===== src/rtl/fetch_exc_ctrl_pkg.sv =====
// ctrl_pkg: state encodings, ALU/mux codes, opcode/funct constants and cause codes for fetch_exc_ctrl.
// The EXC_* states exist only when FETCH_EXC_CTRL_EXC_EN is defined.
package ctrl_pkg;

  typedef enum logic [2:0] {
    ST_RESET    = 3'd0,
    ST_FETCH    = 3'd1,
    ST_MEMWAIT  = 3'd2,
    ST_DECODE   = 3'd3,
    ST_EXEC     = 3'd4
`ifdef FETCH_EXC_CTRL_EXC_EN
    , ST_EXC_SAVE = 3'd5,
    ST_EXC_MEM  = 3'd6,
    ST_EXC_LOAD = 3'd7
`endif
  } state_t;

  localparam logic [3:0] ALU_ADD = 4'b0001;
  localparam logic [3:0] ALU_SUB = 4'b0010;

  localparam logic [1:0] CAUSE_ILL  = 2'b00;
  localparam logic [1:0] CAUSE_OVF  = 2'b01;
  localparam logic [1:0] CAUSE_DIV0 = 2'b10;

  localparam logic [1:0] MEM_SEL_PC     = 2'b00;
  localparam logic [1:0] MEM_SEL_EXC    = 2'b10;
  localparam logic [1:0] PC_SEL_ALUOUT  = 2'b01;
  localparam logic [1:0] PC_SEL_EXC     = 2'b11;
  localparam logic [1:0] SRCA_PC        = 2'b00;
  localparam logic [1:0] SRCB_FOUR      = 2'b01;

  localparam logic [5:0] OP_RTYPE = 6'h00;
  localparam logic [5:0] OP_J     = 6'h02;
  localparam logic [5:0] OP_BEQ   = 6'h04;
  localparam logic [5:0] OP_ADDI  = 6'h08;
  localparam logic [5:0] OP_LW    = 6'h23;
  localparam logic [5:0] OP_SW    = 6'h2B;

  localparam logic [5:0] FN_DIV = 6'h1A;
  localparam logic [5:0] FN_ADD = 6'h20;
  localparam logic [5:0] FN_SUB = 6'h22;
  localparam logic [5:0] FN_AND = 6'h24;
  localparam logic [5:0] FN_OR  = 6'h25;
  localparam logic [5:0] FN_SLT = 6'h2A;

  typedef struct packed {
    logic       reset_out;
    logic       PC_w;
    logic       IR_w;
    logic       MEM_w;
    logic       ALUOut_w;
    logic       EPC_w;
    logic [1:0] Mux_MEM;
    logic [1:0] Mux_PC;
    logic [1:0] Mux_ALUSrcA;
    logic [1:0] Mux_ALUSrcB;
    logic [1:0] Mux_EXC;
    logic [3:0] ALUOp;
    logic       exec_start;
  } ctrl_out_t;

  localparam ctrl_out_t OUT_IDLE  = '0;
  localparam ctrl_out_t OUT_RESET = '{reset_out: 1'b1, default: '0};
  // FETCH computes PC+4 into ALUOut; DECODE then commits it through the same PC mux leg.
  localparam ctrl_out_t OUT_FETCH = '{ALUOut_w: 1'b1, Mux_MEM: MEM_SEL_PC, Mux_PC: PC_SEL_ALUOUT,
                                      Mux_ALUSrcA: SRCA_PC, Mux_ALUSrcB: SRCB_FOUR,
                                      ALUOp: ALU_ADD, default: '0};
  localparam ctrl_out_t OUT_DECODE = '{PC_w: 1'b1, Mux_PC: PC_SEL_ALUOUT, default: '0};
  localparam ctrl_out_t OUT_EXC_SAVE = '{EPC_w: 1'b1, Mux_ALUSrcA: SRCA_PC, Mux_ALUSrcB: SRCB_FOUR,
                                         ALUOp: ALU_SUB, default: '0};
  localparam ctrl_out_t OUT_EXC_LOAD = '{PC_w: 1'b1, Mux_PC: PC_SEL_EXC, default: '0};

endpackage


===== src/rtl/fetch_exc_ctrl_if.sv =====
// fetch_exc_ctrl_if: controller <-> datapath/execution-unit signal bundle (master = controller).
interface fetch_exc_ctrl_if #(
  parameter int OPC_W = 6
);
  import ctrl_pkg::*;

  // Launch handshake: exec_start pulses for exactly one cycle on EXEC entry while exec_op
  // holds {opcode,funct}; the execution unit answers with a one-cycle exec_done pulse, which
  // is only honoured while the controller is in EXEC (any other cycle it is ignored).
  logic [OPC_W-1:0]   opcode;
  logic [OPC_W-1:0]   funct;
  logic               exec_done;
  logic               ovf;
  logic               div0;

  logic               reset_out;
  logic               PC_w;
  logic               IR_w;
  logic               MEM_w;
  logic               ALUOut_w;
  logic               EPC_w;
  logic [1:0]         Mux_MEM;
  logic [1:0]         Mux_PC;
  logic [1:0]         Mux_ALUSrcA;
  logic [1:0]         Mux_ALUSrcB;
  logic [1:0]         Mux_EXC;
  logic [3:0]         ALUOp;
  logic               exec_start;
  logic [2*OPC_W-1:0] exec_op;
  state_t             state;

  modport master (
    input  opcode, funct, exec_done, ovf, div0,
    output reset_out, PC_w, IR_w, MEM_w, ALUOut_w, EPC_w,
           Mux_MEM, Mux_PC, Mux_ALUSrcA, Mux_ALUSrcB, Mux_EXC,
           ALUOp, exec_start, exec_op, state
  );

  modport slave (
    output opcode, funct, exec_done, ovf, div0,
    input  reset_out, PC_w, IR_w, MEM_w, ALUOut_w, EPC_w,
           Mux_MEM, Mux_PC, Mux_ALUSrcA, Mux_ALUSrcB, Mux_EXC,
           ALUOp, exec_start, exec_op, state
  );
endinterface


===== src/rtl/fetch_exc_ctrl_op_legal_dec.sv =====
// op_legal_dec: combinational legality check of an {opcode,funct} pair.
module op_legal_dec
  import ctrl_pkg::*;
#(
  parameter int OPC_W = 6
) (
  input  logic [OPC_W-1:0] opcode,
  input  logic [OPC_W-1:0] funct,
  output logic             legal
);
  // funct only qualifies R-type; every other listed opcode is legal whatever funct holds.
  always_comb begin
    legal = 1'b0;
    if (opcode == OPC_W'(OP_RTYPE)) begin
      legal = funct inside {OPC_W'(FN_ADD), OPC_W'(FN_SUB), OPC_W'(FN_AND),
                            OPC_W'(FN_OR), OPC_W'(FN_SLT), OPC_W'(FN_DIV)};
    end else begin
      legal = opcode inside {OPC_W'(OP_J), OPC_W'(OP_BEQ), OPC_W'(OP_ADDI),
                             OPC_W'(OP_LW), OPC_W'(OP_SW)};
    end
  end
endmodule


===== src/rtl/fetch_exc_ctrl.sv =====
// fetch_exc_ctrl: multi-cycle fetch/decode/launch controller with optional exception sequencing.
// Define FETCH_EXC_CTRL_EXC_EN to build the EXC_SAVE/EXC_MEM/EXC_LOAD path.
module fetch_exc_ctrl
  import ctrl_pkg::*;
#(
  parameter int MEM_LAT = 1,
  parameter int OPC_W   = 6
) (
  input  logic             clk,
  input  logic             reset_in,
  fetch_exc_ctrl_if.master bus
);
  localparam logic [2:0] LAST_WAIT = 3'(MEM_LAT - 1);

  state_t             state;
  logic [2:0]         wait_cnt;
  ctrl_out_t          outs;
  logic [2*OPC_W-1:0] exec_op_q;
  logic               legal;
`ifdef FETCH_EXC_CTRL_EXC_EN
  logic [1:0]         cause;
`else
  logic               unused_flags;
  assign unused_flags = bus.ovf ^ bus.div0;
`endif

  op_legal_dec #(.OPC_W(OPC_W)) u_dec (
    .opcode (bus.opcode),
    .funct  (bus.funct),
    .legal  (legal)
  );

  // Outputs are registered alongside the state: each branch loads the values for the state it enters.
  always_ff @(posedge clk) begin
    outs <= OUT_IDLE;
    if (reset_in) begin
      state     <= ST_RESET;
      outs      <= OUT_RESET;
      wait_cnt  <= '0;
      exec_op_q <= '0;
`ifdef FETCH_EXC_CTRL_EXC_EN
      cause     <= CAUSE_ILL;
`endif
    end else begin
      case (state)
        ST_RESET: begin
          state <= ST_FETCH;
          outs  <= OUT_FETCH;
        end
        ST_FETCH: begin
          state       <= ST_MEMWAIT;
          wait_cnt    <= '0;
          outs.IR_w   <= (LAST_WAIT == 3'd0);
        end
        ST_MEMWAIT: begin
          if (wait_cnt == LAST_WAIT) begin
            state <= ST_DECODE;
            outs  <= OUT_DECODE;
          end else begin
            wait_cnt  <= wait_cnt + 3'd1;
            outs.IR_w <= (wait_cnt + 3'd1 == LAST_WAIT);
          end
        end
        ST_DECODE: begin
          if (legal) begin
            state           <= ST_EXEC;
            outs.exec_start <= 1'b1;
            exec_op_q       <= {bus.opcode, bus.funct};
          end else begin
`ifdef FETCH_EXC_CTRL_EXC_EN
            state <= ST_EXC_SAVE;
            cause <= CAUSE_ILL;
            outs  <= OUT_EXC_SAVE;
`else
            state <= ST_FETCH;
            outs  <= OUT_FETCH;
`endif
          end
        end
        ST_EXEC: begin
          // A fault flag outranks a same-cycle exec_done; div0 outranks ovf.
`ifdef FETCH_EXC_CTRL_EXC_EN
          if (bus.div0 || bus.ovf) begin
            state     <= ST_EXC_SAVE;
            cause     <= bus.div0 ? CAUSE_DIV0 : CAUSE_OVF;
            outs      <= OUT_EXC_SAVE;
            exec_op_q <= '0;
          end else
`endif
          if (bus.exec_done) begin
            state     <= ST_FETCH;
            outs      <= OUT_FETCH;
            exec_op_q <= '0;
          end
        end
`ifdef FETCH_EXC_CTRL_EXC_EN
        ST_EXC_SAVE: begin
          state        <= ST_EXC_MEM;
          wait_cnt     <= '0;
          outs.Mux_MEM <= MEM_SEL_EXC;
          outs.Mux_EXC <= cause;
        end
        ST_EXC_MEM: begin
          if (wait_cnt == LAST_WAIT) begin
            state <= ST_EXC_LOAD;
            outs  <= OUT_EXC_LOAD;
          end else begin
            wait_cnt     <= wait_cnt + 3'd1;
            outs.Mux_MEM <= MEM_SEL_EXC;
            outs.Mux_EXC <= cause;
          end
        end
        ST_EXC_LOAD: begin
          state <= ST_FETCH;
          outs  <= OUT_FETCH;
        end
`endif
        default: begin
          state <= ST_RESET;
          outs  <= OUT_RESET;
        end
      endcase
    end
  end

  assign bus.reset_out   = outs.reset_out;
  assign bus.PC_w        = outs.PC_w;
  assign bus.IR_w        = outs.IR_w;
  assign bus.MEM_w       = outs.MEM_w;
  assign bus.ALUOut_w    = outs.ALUOut_w;
  assign bus.EPC_w       = outs.EPC_w;
  assign bus.Mux_MEM     = outs.Mux_MEM;
  assign bus.Mux_PC      = outs.Mux_PC;
  assign bus.Mux_ALUSrcA = outs.Mux_ALUSrcA;
  assign bus.Mux_ALUSrcB = outs.Mux_ALUSrcB;
  assign bus.Mux_EXC     = outs.Mux_EXC;
  assign bus.ALUOp       = outs.ALUOp;
  assign bus.exec_start  = outs.exec_start;
  assign bus.exec_op     = exec_op_q;
  assign bus.state       = state;
endmodule


===== src/flat_wrapper.sv =====
// flat-port wrapper written by rule: the top's interface ports become plain ports
module fetch_exc_ctrl_flat import ctrl_pkg::*;
#(
  parameter int MEM_LAT = 1,
  parameter int OPC_W   = 6
)
  (clk, reset_in, bus_opcode, bus_funct, bus_exec_done, bus_ovf, bus_div0, bus_reset_out, bus_PC_w, bus_IR_w, bus_MEM_w, bus_ALUOut_w, bus_EPC_w, bus_Mux_MEM, bus_Mux_PC, bus_Mux_ALUSrcA, bus_Mux_ALUSrcB, bus_Mux_EXC, bus_ALUOp, bus_exec_start, bus_exec_op, bus_state);
  fetch_exc_ctrl_if #(.OPC_W(OPC_W)) bus_i ();
  input  logic clk;
  input  logic reset_in;
  input wire logic [$bits(bus_i.opcode)-1:0] bus_opcode;
  input wire logic [$bits(bus_i.funct)-1:0] bus_funct;
  input wire logic [$bits(bus_i.exec_done)-1:0] bus_exec_done;
  input wire logic [$bits(bus_i.ovf)-1:0] bus_ovf;
  input wire logic [$bits(bus_i.div0)-1:0] bus_div0;
  output wire logic [$bits(bus_i.reset_out)-1:0] bus_reset_out;
  output wire logic [$bits(bus_i.PC_w)-1:0] bus_PC_w;
  output wire logic [$bits(bus_i.IR_w)-1:0] bus_IR_w;
  output wire logic [$bits(bus_i.MEM_w)-1:0] bus_MEM_w;
  output wire logic [$bits(bus_i.ALUOut_w)-1:0] bus_ALUOut_w;
  output wire logic [$bits(bus_i.EPC_w)-1:0] bus_EPC_w;
  output wire logic [$bits(bus_i.Mux_MEM)-1:0] bus_Mux_MEM;
  output wire logic [$bits(bus_i.Mux_PC)-1:0] bus_Mux_PC;
  output wire logic [$bits(bus_i.Mux_ALUSrcA)-1:0] bus_Mux_ALUSrcA;
  output wire logic [$bits(bus_i.Mux_ALUSrcB)-1:0] bus_Mux_ALUSrcB;
  output wire logic [$bits(bus_i.Mux_EXC)-1:0] bus_Mux_EXC;
  output wire logic [$bits(bus_i.ALUOp)-1:0] bus_ALUOp;
  output wire logic [$bits(bus_i.exec_start)-1:0] bus_exec_start;
  output wire logic [$bits(bus_i.exec_op)-1:0] bus_exec_op;
  output wire logic [$bits(bus_i.state)-1:0] bus_state;
  assign bus_i.opcode = bus_opcode;
  assign bus_i.funct = bus_funct;
  assign bus_i.exec_done = bus_exec_done;
  assign bus_i.ovf = bus_ovf;
  assign bus_i.div0 = bus_div0;
  assign bus_reset_out = bus_i.reset_out;
  assign bus_PC_w = bus_i.PC_w;
  assign bus_IR_w = bus_i.IR_w;
  assign bus_MEM_w = bus_i.MEM_w;
  assign bus_ALUOut_w = bus_i.ALUOut_w;
  assign bus_EPC_w = bus_i.EPC_w;
  assign bus_Mux_MEM = bus_i.Mux_MEM;
  assign bus_Mux_PC = bus_i.Mux_PC;
  assign bus_Mux_ALUSrcA = bus_i.Mux_ALUSrcA;
  assign bus_Mux_ALUSrcB = bus_i.Mux_ALUSrcB;
  assign bus_Mux_EXC = bus_i.Mux_EXC;
  assign bus_ALUOp = bus_i.ALUOp;
  assign bus_exec_start = bus_i.exec_start;
  assign bus_exec_op = bus_i.exec_op;
  assign bus_state = bus_i.state;
  fetch_exc_ctrl #(.MEM_LAT(MEM_LAT), .OPC_W(OPC_W)) u_core (.clk(clk), .reset_in(reset_in), .bus(bus_i));
endmodule

===== config.mk =====
export PLATFORM = sky130hd
export DESIGN_NAME = fetch_exc_ctrl_flat
export DESIGN_NICKNAME = d
export VERILOG_FILES = /design/src/rtl/fetch_exc_ctrl_pkg.sv /design/src/rtl/fetch_exc_ctrl_if.sv /design/src/rtl/fetch_exc_ctrl_op_legal_dec.sv /design/src/rtl/fetch_exc_ctrl.sv /design/src/flat_wrapper.sv
export SDC_FILE = /design/constraint.sdc
export NUM_CORES = 1
export LEC_CHECK = 0
export CORE_UTILIZATION = 40
export DETAILED_ROUTE_END_ITERATION = 16
export HOLD_SLACK_MARGIN = 0.02
export PLACE_DENSITY = 0.77
export REMOVE_ABC_BUFFERS = 1
export SLEW_MARGIN = 40
export SYNTH_ARGS = -nofsm -noshare
export SYNTH_HDL_FRONTEND = slang
export SYNTH_SLANG_ARGS = --single-unit

===== constraint.sdc =====
create_clock -name clk -period 5.21 [get_ports clk]
set_clock_uncertainty 0.15 [all_clocks]
set_input_delay 1.042 -clock clk [delete_from_list [all_inputs] [get_ports clk]]
set_output_delay 1.042 -clock clk [all_outputs]
set_load 0.02 [all_outputs]

==> flow_summary.ini <==
[flow_run]
maxCapViolations = 0

[synthesis]
synth_ff_type = dfxtp_1
post-synth-top-count-cell = dfxtp_1
yosys_warnings = 0
ys_top_cells_by_area = dfxtp_1 (40%), buf_4 (10%), nor2_1 (5.4%)
ys_seq_area_share_pct = 40.4
syn_inst = 134
yosysTopAreaCell = dfxtp_1
async_flop_share_pct = 0
ys_types = 37
yosysTopAreaCellShare_pct = 40.4
synth_seq_cells = 24
syn-cell-area_um2 = 1190
syn_area_per_cell_um2 = 8.88
synth_edf_count = 0
yosys-top-cells-count = dfxtp_1 (24), nor2_1 (17), buf_4 (16)

[routing]
num_vias = 1006
routed_wl_um = 2470
drc = 0
drt_iter0_markers = 13
vias_per_cell = 5.08
dr.pass1.iters = 2
wl_per_cell_um = 12.5
detail-route-antenna-nets = 0

[cts]
cts_hold_buffers = 0
cts.sinks = 24
cts_root_buffer = clkbuf_4
cts_buffer_depth = 2
cts_buffers = 3
path_clk_slew_ns = 0.12
clk_latency_ns = 0.31
cts_setup_buffers = 0
htree_levels = 1
cts_tree = yes
cts.repair.resized = 0

[floorplanning]
die_area_um2 = 3200
io-pin-count = 53
die_height_um = 56.5
start_util_pct = 42.8
die_w_um = 56.5
rows = 19
core-area_um2 = 2780

[setup_path]
cp.required_ns = 5.27
cp_cell_sequence = clkdlybuf4s50_1, or4b_1, o211a_1, a211oi_4, buf_6, nor2_1, a31o_2
cp_top_family = compound AO/OA/AOI/OAI gates
r2r_setup_slack_ns = 3.33
r2r-start = u_core.bus.state[1]
reg2reg_depth = 5
rr_endpoint = u_core.wait_cnt[0]
crit_fanout = 15
crit_path_end_kind = register
arrival_ns = 3.18
path_buf_inv = 2
startpoint_type = input port
crit_type = in -> reg
cpMaxStageDelayCell = or4b_1
critPathMaxStageDelay_ns = 0.54

[place]
gp_congestion = 0.764
dpl_worst_slack_ns = 1.48
io_buffer_count = 37
dp_hpwl_um = 1840

[sta]
relSlewSlack_pct = 63.4
rsz0062_at_grt = false
fin_setup_tns_ns = 0
finalSetupViolCount = 0
finalCritPeriodShare_pct = 59.9
maxSlewViolCount = 0
maxClockFrequency_mhz = 320
whs_ns = 0.322
setup_ws_ns = 2.09
tightestPinTransition_ns = 0.547
timing_hold_violations_final = 0
post-route-min-period_ns = 3.12

[min_path]
holdCritStartpoint = u_core.bus.exec_op[10]
whs_endpoint = u_core.bus.exec_op[10]
min_path_type = reg -> reg
hold_depth = 1

[pwr]
power_density_nw_per_um2 = 303
cellLeakagePower_uw = 0.000623
max-vdd-ir-drop_uv = 237

[grt]
grt.overflow.total = 0
grt_max_degree = 24
antenna_found_initial = 0
grt_pass1_vias = 898
grtUsageTotal_pct = 15.8
grt_pass1_wl_um = 3970

[cells_and_area]
multi_input_area_um2 = 603
seq_area_um2 = 480
drive_above_1_share_pct = 7.78
n_fill_cell = 266
antenna_cells = 0
syn2layout_area_growth_pct = 29.9
final_net_count = 189
final_util_pct = 55.6

[outcome]
outcome = complete, no violations
## per-layer routing
layer  track usage, %  vias up  part of all wire [%]
met3             2.53        4                   5.3
met4             7.32        0                   1.4
met2             28.2       26                    51
li1                 -      502                     -
met1             18.2      474                    43
met5                0        -                     0
## metrics by stage
step	total power, uW	cells	area [um2]
floorplan	314	126	1090
global placement	388	194	1500
detailed placement	393	194	1500
CTS	472	197	1520
global route	495	198	1550
finish	468	198	1550
## kinds of logic (layout without fill, tap and decap cells)
group | count (synthesis) | after routing | share of synthesized area [%]
and+or+nand+nor | 50 | 50 | 22.2
xor gates and xnor gates | 1 | 1 | 0.736
buffers and inverters | 25 | 46 | 13.6
other | 1 | 13 | 0.315
muxes | 1 | 1 | 0.841
adders and majority gates | 3 | 3 | 3.15
DFF | 24 | 24 | 40.4
AOI/OAI and AO/OA | 29 | 29 | 18.8
## layout make-up
| cell class | count | area share, % |
|---|---|---|
| inverter | 5 | 1.21 |
| tap | 31 | 2.51 |
| sequential | 24 | 31.1 |
| clock buffer | 3 | 1.46 |
| timing repair buffer | 38 | 24.7 |
| multi-input combinational | 97 | 39.0 |
## power by group
part / internal, uW / switching, uW / leakage, uW
Combinational: 76.3 / 95.8 / 0.000414
Clock: 27.0 / 49.9 / 0.0000138
Sequential: 202 / 16.5 / 0.000195
## state kept, by name, indices dropped and copies added, names as in the netlist
| register | flops |
|---|---|
| u_core.bus.reset_out | 1 |
| u_core.bus.ALUOp | 1 |
| u_core.bus.state | 3 |
| u_core.bus.exec_op | 12 |
| u_core.bus.IR_w | 1 |
| u_core.bus.PC_w | 1 |
| u_core.bus.exec_start | 1 |
| u_core.bus.Mux_PC | 1 |
| u_core.wait_cnt | 3 |
## cells in the final DEF (no fill, tap or decap), drive strengths merged, types with 2 or more instances in the layout
master and n:
a21oi 8, a31o 9, a32o 2, clkbuf 3, clkdlybuf4s50 37, conb 13, dfxtp 24, ha 3
inv 5, nand2 10, nand2b 2, nor2 17, nor2b 5, nor3 2, nor3b 2, nor4 3
o211ai 2, o21ai 2, or2 2
## worst max-delay path by stage
stage,from,to,slack (ns),cells after the start
global route,bus_funct[1],u_core.bus.exec_op[4],2.03,7
CTS,bus_funct[1],u_core.bus.exec_op[11],1.82,6
floorplan,bus_funct[1],u_core.bus.exec_op[11],2.21,5
finish,bus_funct[1],u_core.bus.exec_op[4],2.09,7
global placement,bus_funct[1],u_core.bus.exec_op[11],1.54,6
detailed placement,bus_funct[1],u_core.bus.exec_op[11],1.48,6
(Power assumes the default switching activity.)
==> RTL edit, RTL diff (config.mk and constraints unchanged) <==
`OPC_W` is set to 6 in 4 places; all go to 8.
--- a/src/rtl/fetch_exc_ctrl_if.sv
+++ b/src/rtl/fetch_exc_ctrl_if.sv
@@ -1,6 +1,6 @@
 // fetch_exc_ctrl_if: controller <-> datapath/execution-unit signal bundle (master = controller).
 interface fetch_exc_ctrl_if #(
-  parameter int OPC_W = 6
+  parameter int OPC_W = 8
 );
   import ctrl_pkg::*;
 
--- a/src/rtl/fetch_exc_ctrl_op_legal_dec.sv
+++ b/src/rtl/fetch_exc_ctrl_op_legal_dec.sv
@@ -2,7 +2,7 @@
 module op_legal_dec
   import ctrl_pkg::*;
 #(
-  parameter int OPC_W = 6
+  parameter int OPC_W = 8
 ) (
   input  logic [OPC_W-1:0] opcode,
   input  logic [OPC_W-1:0] funct,
--- a/src/rtl/fetch_exc_ctrl.sv
+++ b/src/rtl/fetch_exc_ctrl.sv
@@ -4,7 +4,7 @@
   import ctrl_pkg::*;
 #(
   parameter int MEM_LAT = 1,
-  parameter int OPC_W   = 6
+  parameter int OPC_W   = 8
 ) (
   input  logic             clk,
   input  logic             reset_in,
--- a/src/flat_wrapper.sv
+++ b/src/flat_wrapper.sv
@@ -2,7 +2,7 @@
 module fetch_exc_ctrl_flat import ctrl_pkg::*;
 #(
   parameter int MEM_LAT = 1,
-  parameter int OPC_W   = 6
+  parameter int OPC_W   = 8
 )
   (clk, reset_in, bus_opcode, bus_funct, bus_exec_done, bus_ovf, bus_div0, bus_reset_out, bus_PC_w, bus_IR_w, bus_MEM_w, bus_ALUOut_w, bus_EPC_w, bus_Mux_MEM, bus_Mux_PC, bus_Mux_ALUSrcA, bus_Mux_ALUSrcB, bus_Mux_EXC, bus_ALUOp, bus_exec_start, bus_exec_op, bus_state);
   fetch_exc_ctrl_if #(.OPC_W(OPC_W)) bus_i ();
Interface: changed (resized bus_exec_op, bus_funct and bus_opcode); port bits go from 53 to 61. The function was not compared with the original's and may differ.
==> RTL edit against the original RTL <==
  * Sequential cell count rose by 4
  * Routed wire length is 13% higher
  * Design area is 23% higher
  * Synthesized area increased by 22%
  * Critical path type unchanged
  * Via count rose by 12%
  * Worst setup slack better by 0.16 ns
  * First-iteration DRC count rose to 3.7 times the old value
  * Power rose by 17%
  * Count of clock-buffer cells in the layout increased by 1
  * Highest routed layer unchanged
==> RTL edit: results (changes against the original RTL) <==
* Post_cts resized at 0 (unchanged)
* Yosys cell types at 43 (+16%)
* CP max stage delay at 0.51 ns (-0.03 ns)
* Worst ir drop on vdd at 0.110 mV (-54%)
* Gpl congestion at 0.801 (+4.8%)
* Synth area leaders: dfxtp_1 (38%), mux2i_1 (9.6%), buf_4 (9.3%), nand2_1 (7.2%), ha_1 (2.6%)
* CTS Buffer Depth at 2 (unchanged)
* Max reg flops at 16 (+4)
* Critical path's top delay family: compound AO/OA/AOI/OAI gates
* Ant diodes at 0 (unchanged)
* Arrival time at the worst endpoint at 3.09 ns (-0.09 ns)
* DRT Wirelength at 2780 um (+13%)
* Vias at 1126 (+12%)
* Post-detail-place hpwl at 1990 um (+7.9%)
* Antenna violations before repair at 0 (unchanged)
* Metal2 WL at 1280 um (+1.9%)
* Nets at 219 (+16%)
* M1 WL at 1310 um (+25%)
* Cts bufs inserted at 3 (unchanged)
* DR top layer: met4
* Clk root buf: clkbuf_4
* DR pass1 iterations at 4 (+2)
* Largest net degree at the start of global routing at 17 (-29%)
* Placed Instances at 235 (+21%)
* Global-route wire length before repair at 4670 um (+18%)
* Cell count after synthesis at 154 (+15%)
* Leakage at 0.726 nW (+17%)
* Post-synthesis sequential area ratio at 0.385 (-0.0189)
* Reg clk slew, reported paths at 0.14 ns (+0.02 ns)
* Slew margin rel. at 0.630 (-0.00454)
* Top FF cell, synth: dfxtp_1
* Met3 WL at 130 um (-0.76%)
* CP Max Fanout at 10 (-5)
* Overall Global Routing Usage at 0.150 (-0.00818)
* Worst Hold Class: reg -> reg
* Worst-skew pair later-pin latency at 0.33 ns (+0.02 ns)
* Port Buf Inserts at 45 (+22%)
* Iteration-0 DRC Markers at 48 (+35)
* H-tree depth at 1 (unchanged)
* Setup bufs post-CTS at 0 (unchanged)
* Vias in the first global route at 1020 (+14%)
* Synth Warn # at 0 (unchanged)
* Top cells by count, synth: dfxtp_1 (28), nand2_1 (28), buf_4 (18), mux2i_1 (14), nor2_1 (7)
* WL/cell at 11.6 um (-7.1%)
* Crit-path slowest cell: clkdlybuf4s50_1
* Outcome: completed
* Async S/R FF share, synth at 0 (unchanged)
* Layout cell share with drive strength beyond 1 at 0.0825 (+0.00463)
==> RTL edit: cell count changes after synthesis, sizes merged, moves of 4 or more <==
cell | before | now
nand2 | 10 | 28
a31o | 9 | 0
mux2i | 1 | 14
dfxtp | 24 | 28
nor2b | 5 | 0
nor2 | 17 | 7
==> RTL edit: through the flow <==
step	cell area [um^2]	power [mW]	worst slack, ns	util	hold WS, ns
finish	1900	0.545	2.24	0.556	0.317
global placement	1840	0.438	1.84	0.539	0.296
global route	1900	0.579	2.11	0.556	0.348
detailed placement	1850	0.440	1.82	0.540	0.301
floorplan	1330	0.356	2.60	-	0.343
CTS	1880	0.546	2.19	0.551	0.320
==> RTL edit: final cells by class <==
class                      instances  area [um^2]
clock buffer                       4         36.3
fill                             333         1520
inverter                           3         11.3
multi-input combinational        113          774
sequential                        28          561
tap                               46         57.6
timing repair buffer              46          458
==> RTL edit: logic make-up after synthesis <==
kind of cell,after synthesis,synth area share
DFF,28,0.385
and+or+nand+nor,60,0.221
AOI/OAI and AO/OA,21,0.135
muxes,14,0.0962
xor gates and xnor gates,2,0.0120
buffers and inverters,25,0.123
other,1,0.00257
adders and majority gates,3,0.0258
==> RTL edit: final timing paths <==
| kind | startpoint | end | slack, ns | cells past startpoint |
|---|---|---|---|---|
| setup reg to reg | u_core.bus.state[1] | u_core.bus.exec_op[1] | 3.20 | 4 |
| hold reg to reg | u_core.bus.exec_op[5] | u_core.bus.exec_op[5] | 0.32 | 2 |
| setup / recovery | bus_opcode[1] | u_core.bus.exec_op[1] | 2.24 | 6 |
| hold / removal | u_core.bus.exec_op[5] | u_core.bus.exec_op[5] | 0.32 | 2 |
==> RTL edit: worst register-to-register path: stages, from the launching register on <==
cell and delay (ns):
dfxtp_1 0.57, nand3b_1 0.22, a211oi_4 0.54, buf_4 0.27, mux2i_1 0.19
==> RTL edit: where the power goes <==
group | leakage (nW) | internal [mW] | switching, mW
Sequential | 0.227 | 0.234 | 0.0252
Combinational | 0.478 | 0.0846 | 0.0957
Clock | 0.0210 | 0.0428 | 0.0630
Total | 0.726 | 0.362 | 0.184
==> RTL edit: routing by layer <==
layer / GRT usage / up-vias
met4: 0.0785 / 0
li1: - / 574
met5: 0 / -
met2: 0.232 / 40
met1: 0.202 / 508
met3: 0.0202 / 4
